## config.mk

```make
export PLATFORM = sky130hd
export DESIGN_NAME = store_merge_unit
export DESIGN_NICKNAME = d
export VERILOG_FILES = /design/src/rtl/store_merge_unit.sv
export SDC_FILE = /design/constraint.sdc
export NUM_CORES = 1
export LEC_CHECK = 0
export BUFFER_PORTS_ARGS = -buffer_cell sky130_fd_sc_hd__clkbuf_2
export CORE_MARGIN = 4
export CORE_UTILIZATION = 40
export CTS_CLUSTER_DIAMETER = 40
export DETAILED_ROUTE_END_ITERATION = 8
export GPL_TIMING_DRIVEN = 0
export HOLD_SLACK_MARGIN = 0.05
export SLEW_MARGIN = 10
export SYNTH_ARGS = -nofsm -noshare
export SYNTH_HDL_FRONTEND = slang
export SYNTH_SLANG_ARGS = --single-unit
```

## constraint.sdc

```tcl
create_clock -name clk_i -period 5.38 [get_ports clk_i]
set_input_delay 0.538 -clock clk_i [delete_from_list [all_inputs] [get_ports clk_i]]
set_output_delay 0.538 -clock clk_i [all_outputs]
set_load 0.02 [all_outputs]
```

## src/rtl/store_merge_unit.sv

```systemverilog
// Read-modify-write engine for sub-word stores: fetch aligned word, merge lanes, write back.
// One request in flight; req_ready_o is low outside IDLE. Full-width stores skip the read.
module store_merge_unit #(
  parameter int DATA_W = 32,
  parameter int ADDR_W = 32,
  parameter int RD_LAT = 1
) (
  input  logic              clk_i,
  input  logic              rst_ni,
  input  logic              req_valid_i,
  output logic              req_ready_o,
  input  logic [ADDR_W-1:0] req_addr_i,
  input  logic [1:0]        req_size_i,
  input  logic [DATA_W-1:0] req_data_i,
  output logic [ADDR_W-1:0] mem_addr_o,
  output logic              mem_re_o,
  input  logic [DATA_W-1:0] mem_rdata_i,
  output logic              mem_we_o,
  output logic [DATA_W-1:0] mem_wdata_o,
  output logic              done_o,
  output logic              err_o
);

  localparam int LANES = DATA_W / 8;
  localparam int OFF_W = $clog2(LANES);
  localparam int CNT_W = $clog2(RD_LAT + 1);

  typedef enum logic [2:0] {
    IDLE  = 3'd0,
    READ  = 3'd1,
    WAIT  = 3'd2,
    WRITE = 3'd3,
    RESP  = 3'd4
  } state_t;

  state_t            state_q;
  logic [OFF_W-1:0]  off_q;
  logic [1:0]        size_q;
  logic [DATA_W-1:0] data_q;
  logic [ADDR_W-1:0] aln_q;
  logic [DATA_W-1:0] merge_q;
  logic [DATA_W-1:0] merge_d;
  logic [CNT_W-1:0]  cnt_q;
  logic              ready_q;
  logic              re_q;
  logic              we_q;
  logic              done_q;
  logic              err_q;

  logic [OFF_W-1:0]  req_off;
  logic [OFF_W-1:0]  size_mask;
  logic              req_bad;
  logic              req_full;
  logic [DATA_W-1:0] bit_mask;

  assign req_off  = req_addr_i[OFF_W-1:0];
  assign req_bad  = (int'(req_size_i) > OFF_W) || ((req_off & size_mask) != '0);
  assign req_full = (int'(req_size_i) == OFF_W);

  always_comb begin
    size_mask = OFF_W'((1 << req_size_i) - 1);
  end

  // Lanes [off, off+2^size-1] take the shifted store bytes; the rest keep the fetched word.
  always_comb begin
    bit_mask = '0;
    for (int l = 0; l < LANES; l++) begin
      if (l >= int'(off_q) && l < int'(off_q) + (1 << size_q)) begin
        bit_mask[l*8 +: 8] = 8'hFF;
      end
    end
    merge_d = (mem_rdata_i & ~bit_mask) | ((data_q << {off_q, 3'b000}) & bit_mask);
  end

  always_ff @(posedge clk_i or negedge rst_ni) begin
    if (!rst_ni) begin
      state_q <= IDLE;
      off_q   <= '0;
      size_q  <= '0;
      data_q  <= '0;
      aln_q   <= '0;
      merge_q <= '0;
      cnt_q   <= '0;
      ready_q <= 1'b1;
      re_q    <= 1'b0;
      we_q    <= 1'b0;
      done_q  <= 1'b0;
      err_q   <= 1'b0;
    end else begin
      case (state_q)
        IDLE: begin
          if (req_valid_i) begin
            off_q   <= req_off;
            size_q  <= req_size_i;
            data_q  <= req_data_i;
            aln_q   <= {req_addr_i[ADDR_W-1:OFF_W], {OFF_W{1'b0}}};
            ready_q <= 1'b0;
            if (req_bad) begin
              state_q <= RESP;
              done_q  <= 1'b1;
              err_q   <= 1'b1;
            end else if (req_full) begin
              state_q <= WRITE;
              merge_q <= req_data_i;
              we_q    <= 1'b1;
            end else begin
              state_q <= READ;
              re_q    <= 1'b1;
            end
          end
        end
        READ: begin
          re_q    <= 1'b0;
          cnt_q   <= CNT_W'(RD_LAT);
          state_q <= WAIT;
        end
        WAIT: begin
          if (cnt_q == CNT_W'(1)) begin
            merge_q <= merge_d;
            we_q    <= 1'b1;
            state_q <= WRITE;
          end else begin
            cnt_q <= cnt_q - CNT_W'(1);
          end
        end
        WRITE: begin
          we_q    <= 1'b0;
          done_q  <= 1'b1;
          state_q <= RESP;
        end
        RESP: begin
          done_q  <= 1'b0;
          err_q   <= 1'b0;
          ready_q <= 1'b1;
          state_q <= IDLE;
        end
        default: state_q <= IDLE;
      endcase
    end
  end

  assign req_ready_o = ready_q;
  assign mem_addr_o  = aln_q;
  assign mem_re_o    = re_q;
  assign mem_we_o    = we_q;
  assign mem_wdata_o = merge_q;
  assign done_o      = done_q;
  assign err_o       = err_q;

endmodule

```

Word level (Yosys, flattened, before mapping)
Cells that the tools add are included.
{"block": "totals", "reg_bits": 107, "in_bits": 101, "output_inout_bits": 69, "wordCells": 93}
{"block": "classes", "n_mux": 31, "addsub": 3, "n_reduce_logical": 20, "eq_ne": 11, "n_lt_le_gt_ge": 8, "n_bitwise": 5, "shifts": 3}
{"op": "32-bit two-way mux", "n": 4}
{"op": "32-bit AND", "n": 2}
{"op": "3-bit by 32-bit less-than comparator with 1-bit output (first input constant)", "n": 2}
{"op": "32-bit case mux with 2 select lines", "n": 1}
{"op": "3-bit by 32-bit adder with 32-bit output", "n": 1}
{"op": "1-bit by 32-bit less-than comparator with 1-bit output (first input constant)", "n": 1}
{"op": "2-bit by 32-bit less-than comparator with 1-bit output (first input constant)", "n": 1}
{"op": "8-bit two-way mux", "n": 4}
{"op": "32-bit inverter", "n": 1}
{"op": "32-bit OR", "n": 1}
{"op": "1-bit by 2-bit left shift with 32-bit output (first input constant)", "n": 1}
{"op": "32-bit by 5-bit left shift with 32-bit output", "n": 1}
{"op": "2-bit inequality test (second input constant)", "n": 6}
{"op": "3-bit case mux with 4 select lines", "n": 1}
{"op": "1-bit two-way mux", "n": 11}
{"op": "5-bit AND reduction", "n": 2}
{"op": "2-bit nonzero test", "n": 5}
{"op": "3-bit two-way mux", "n": 3}
{"op": "1-bit case mux with 2 select lines", "n": 4}
{"op": "3-bit by 2-bit == test with 1-bit output (second input constant)", "n": 2}
{"op": "1-bit case mux with 3 select lines", "n": 2}
{"op": "2-bit AND reduction", "n": 3}
{"op": "3-bit AND reduction", "n": 2}
{"op": "3-bit nonzero test", "n": 2}
{"op": "15 further kinds", "n": 18}

Logic depth before layout (Yosys ltp)
{"block": "logic_depth", "word_depth": 10, "ltp_mapped": 9}

Worst setup path after synthesis
Ideal clock, no wire load.
{"block": "synth_timing", "kind": "register to register", "start": "register off_q[1]", "end": "register merge_q[31] (netlist: mem_wdata_o[31])", "t_arrival_ps": 2473, "n_path_buf": 2, "required_time_ps": 5250, "path_stages_with_launch": 9, "setup_time_ps": 130, "slack_ps": 2777, "cell_sequence": "dfrtp_1 > inv_2 > clkbuf_1 > fa_1 > or4b_4 > buf_6 > o21ai_4 > mux2i_1 > o211ai_2"}
{"block": "synth_between", "elab_chain_len": 8, "word_cells_on_any_way": 10, "cone_classes": "1 x add/sub; 1 x order compare; 1 x shift; 3 x mux; 4 x bitwise"}
{"element": "from (decl)", "line": "37", "source": "logic [OFF_W-1:0] off_q;"}
{"element": "from (signal assigned)", "line": "93", "source": "off_q <= req_off;"}
{"element": "3-bit by 32-bit adder with 32-bit output", "line": "68", "source": "if (l >= int'(off_q) && l < int'(off_q) + (1 << size_q)) begin"}
{"element": "3-bit by 32-bit less-than comparator with 1-bit output", "line": "68"}
{"element": "8-bit two-way mux", "line": "68"}
{"element": "32-bit inverter", "line": "72", "source": "merge_d = (mem_rdata_i & ~bit_mask) | ((data_q << {off_q, 3'b000}) & bit_mask);"}
{"element": "32-bit AND", "line": "72"}
{"element": "32-bit OR *", "line": "72"}
{"element": "32-bit two-way mux *", "line": "118", "source": "if (cnt_q == CNT_W'(1)) begin"}
{"element": "32-bit case mux with 2 select lines *", "line": "90", "source": "case (state_q)"}
{"element": "to (signal assigned)", "line": "104", "source": "merge_q <= req_data_i;"}
{"element": "to (signal assigned)", "line": "119", "source": "merge_q <= merge_d;"}
{"element": "to (decl)", "line": "41", "source": "logic [DATA_W-1:0] merge_q;"}
Every way passes the cells marked *; elsewhere a longest branch is shown, timed or not. The select of a mux whose other input is x is not followed.
A chain may end at the register's enable or synchronous reset.

Worst setup path after layout
{"block": "layout_timing", "start": "register off_q[1]", "end": "register merge_q[16] (netlist: mem_wdata_o[16])"}
{"block": "layout_between", "elab_chain_len": 9, "word_cells_on_any_way": 12, "cone_classes": "1 x add/sub; 2 x order compare; 1 x shift; 3 x mux; 4 x bitwise; 1 x reduce/logical"}
{"element": "3-bit by 32-bit adder with 32-bit output", "line": "68"}
{"element": "3-bit by 32-bit less-than comparator with 1-bit output", "line": "68"}
{"element": "1-bit logical AND", "line": "68"}
{"element": "8-bit two-way mux", "line": "68"}
{"element": "32-bit inverter", "line": "72"}
{"element": "32-bit AND", "line": "72"}
{"element": "32-bit OR *", "line": "72"}
{"element": "32-bit two-way mux *", "line": "118"}
{"element": "32-bit case mux with 2 select lines *", "line": "90"}
Marked as above.

==> impl_metrics.csv <==
group,metric,value,unit
place,dp_hpwl,12670,um
die,initial_core_util,40.96,%
layout,final_area,6828,um^2
sta,fmax,331.5,MHz
global_route,grt_use_total,21.38,%
yosys,synth-simple-area-share,7.675,%
die,rows,42,
yosys,synth_area_leader_cell,"dfrtp_1",
sta,skew,0.009124,ns
layout,antenna_cells,0,
global_route,grt.overflow.total,0,
yosys,synth-xor-area-share,0.1608,%
power,vdd_drop_max,0.0002697,V
sta,slew_headroom,46.05,%
clocking,htree_levels,3,
drt,antenna_left,0,
yosys,netlist.area_leader.share,48.71,%
drt,wl_per_cell,20.19,um
layout,area_growth_syn_to_layout,25.39,%
sta,post-route-period-util,56.07,%
clocking,cts_max_path_buffers,2,
yosys,synth_compound_area_share,14.75,%
worst_setup_path,critical_path_class,"reg2reg",
clocking,cts_tree,"done",
sta,report.final.slew_viol_count,0,
die,die_w,124.7,um
power,p_comb_share,56.1,%
worst_setup_path,critPathLaunchType,"flip-flop",
sta,worst-slew-pin-transition,0.8061,ns
power,p_leak,3.152,nW
yosys,synth_area_leaders,"dfrtp_1, mux2_2, mux2i_1",
worst_setup_path,cp.arrival,3.24,ns
layout,fin_nets,745,
die,die_area,15540,um^2
power,p_per_area,725.1,nW/um^2
worst_setup_path,worst_ep_required_time,5.60,ns
sta,fin_tns_setup,0,ns
power,power_frac_seq,31.1,%
sta,setup_viol,0,
die,coreArea,13300,um^2
worst_hold_path,worst_hold_path_type,"in2reg",
drt,drt_pass1_iterations,4,
power,power.switching,2.269,mW
power,p_total,4.951,mW
yosys,avgSynthCellArea,11.84,um^2
drt,drt-vias-per-instance,5.517,
outcome,status,"finished clean",
sta,fin_crit,3.016,ns
place,io_buffers,167,
drt,drc,0,
place,dpl_cell_area,6541,um^2
yosys,yosys.area_share.adder,0.8272,%
power,switching_share,45.83,%
worst_setup_path,worst_setup_path_end_kind,"flip-flop",
layout,drive_above_1_share,44.58,%
yosys,yosys_warnings,0,
global_route,grt_pass1_wl,26140,um
drt,detail_route.iter0.violations,345,
power,clkPwrFrac,12.8,%
clocking,cts.sinks,107,
global_route,grt_pass1_vias,4775,
yosys,synthMuxAreaShare,23.92,%
place,gp_congestion,0.9429,
global_route,antenna_found_initial,0,
die,die_h,124.7,um
clocking,clk_transition_reported_paths,0.08,ns
yosys,synth_area,5445,um^2
global_route,grt_max_degree,92,
yosys,async_flop_share,100.0,%
clocking,clkLatencyLatePin,0.35,ns
yosys,ys_seq_elements,107,
yosys,synth-edff-count,0,
power,intPower,2.682,mW
die,io_pins,170,
yosys,ys_seq_area_share,49.20,%
clocking,cts_root_buffer,"clkbuf_16",
yosys,synth_top_family_by_area,"multiplexers",
clocking,numCtsBuffers,9,
sta,hold_ws,0.4120,ns
run,cap_viol_max_count,0,
worst_setup_path,cp_max_fo,10,
sta,final-hold-violation-count,0,
yosys,synth_cell_types,54,
yosys,synth_ff_type,"dfrtp_1",
sta,rsz0062_at_grt,"no",
drt,totalWireLength,16590,um
drt,via_count,4535,
yosys,syn-instance-count,460,
clocking,post_cts_buffers,0,
-- cells by family after synthesis --
family,count (synthesis)
adder cells (fa/ha/maj),3
XOR/XNOR,1
flip-flops,107
buffers and inverters,39
multiplexers,121
other,1
AND/OR/NAND/NOR,70
AO/OA/AOI/OAI,118
-- area by class of cell --
class	count	area (um^2)
fillers	1224	6467
flip-flops and latches	107	2679
multi-input cells	315	2585
repair buffers	169	882.1
clock buffers	9	225.2
well taps	176	220.2
plain buffers	35	170.2
clock inverters	7	51.30
inverters	4	15.01
-- cell usage in the layout (no fill, tap or decap), types with 3 or more instances in the layout --
master and instances:
buf_1 4, mux2_2 72, dfrtp_1 106, a2bb2oi_1 9, mux2i_1 48, a21oi_1 30, clkinv_2 3, nand2_1 13
nand2b_1 8, buf_2 13, o21ai_0 11, clkbuf_2 166, o21ai_1 8, o211ai_1 23, o31ai_1 8, a31oi_1 8
nand4_1 16, clkbuf_1 14, nor2_1 15, o2111ai_1 8, inv_1 3, clkbuf_16 9
-- Yosys cell counts, types with 2 or more instances --
cell type / count
or2_2: 2
a31oi_1: 8
buf_4: 2
nor2b_1: 2
ha_1: 2
buf_1: 4
a2bb2oi_1: 9
o31ai_1: 8
buf_2: 13
nand3b_1: 2
clkbuf_1: 14
dfrtp_1: 106
nor2_1: 15
nand4_1: 16
mux2_2: 72
o21ai_1: 8
buf_6: 2
mux2i_1: 48
inv_1: 3
o2111ai_1: 8
or4b_4: 2
nand2_1: 13
nand2b_1: 8
a21oi_1: 30
o211ai_1: 23
and2_1: 2
o21ai_0: 11
-- final timing paths --
kind                                            startpoint                     endpoint  slack (ns)  cells past startpoint
worst max-delay path                  off_q[1]$_DFFE_PN0P_  mem_wdata_o[16]$_DFFE_PN0P_        2.36                      8
worst max register to register        off_q[1]$_DFFE_PN0P_  mem_wdata_o[16]$_DFFE_PN0P_        2.36                      8
max in group asynchronous                           rst_ni      req_ready_o$_DFFE_PN1P_        4.05                      3
worst min-delay path                         req_addr_i[8]    mem_addr_o[8]$_DFFE_PN0P_        0.41                      2
worst min register to register  mem_addr_o[23]$_DFFE_PN0P_   mem_addr_o[23]$_DFFE_PN0P_        0.51                      1
min in group asynchronous                           rst_ni  mem_wdata_o[25]$_DFFE_PN0P_        0.60                      2
-- worst max-delay path: stages (launching register included) --
cell	delay, ns
dfrtp_1	0.48
inv_2	0.17
clkbuf_1	0.27
fa_1	0.53
or4b_4	0.53
or3_1	0.36
clkbuf_1	0.24
a21oi_1	0.19
o211ai_1	0.11
-- per-stage QoR --
step	util (%)	setup slack, ns	instances
after floorplan	-	2.777	461
after global placement	48.93	2.212	804
after detailed placement	49.20	2.472	805
after CTS	51.36	2.427	822
after global routing	51.36	2.193	822
final	51.36	2.364	822
-- flip-flops by register name (all words and copies together), names as in the netlist --
signal and flops:
state_q 3, mem_wdata_o 32, off_q 2, cnt_q 1
req_ready_o 1, size_q 2, mem_re_o 1, done_o 1
err_o 1, data_q 32, mem_addr_o 30, mem_we_o 1
-- power by group through the flow --
stage	clock network [mW]	logic, mW	registers, mW
finish	0.634	2.78	1.54
global route	0.690	3.00	1.59
CTS	0.652	2.77	1.54
detailed placement	0	2.76	1.55
global placement	0	2.71	1.53
floorplan	0	1.66	1.77
-- routing by layer --
metal,GRT usage [%],vias up,share of wire [%]
li1,-,2093,-
met1,27.67,2216,42
met2,34.13,206,47
met3,6.346,20,9.2
met4,7.608,0,2.2
met5,0,-,0
-- timing repair --
item | 4_1_cts | 5_1_grt
hold buffers | 1 | 0
endpoints found under the hold margin | 16 | 0
setup endpoints to repair | 0 | 0
gates resized for setup | 0 | 0
No activity file was read; power rests on OpenSTA's default activity.
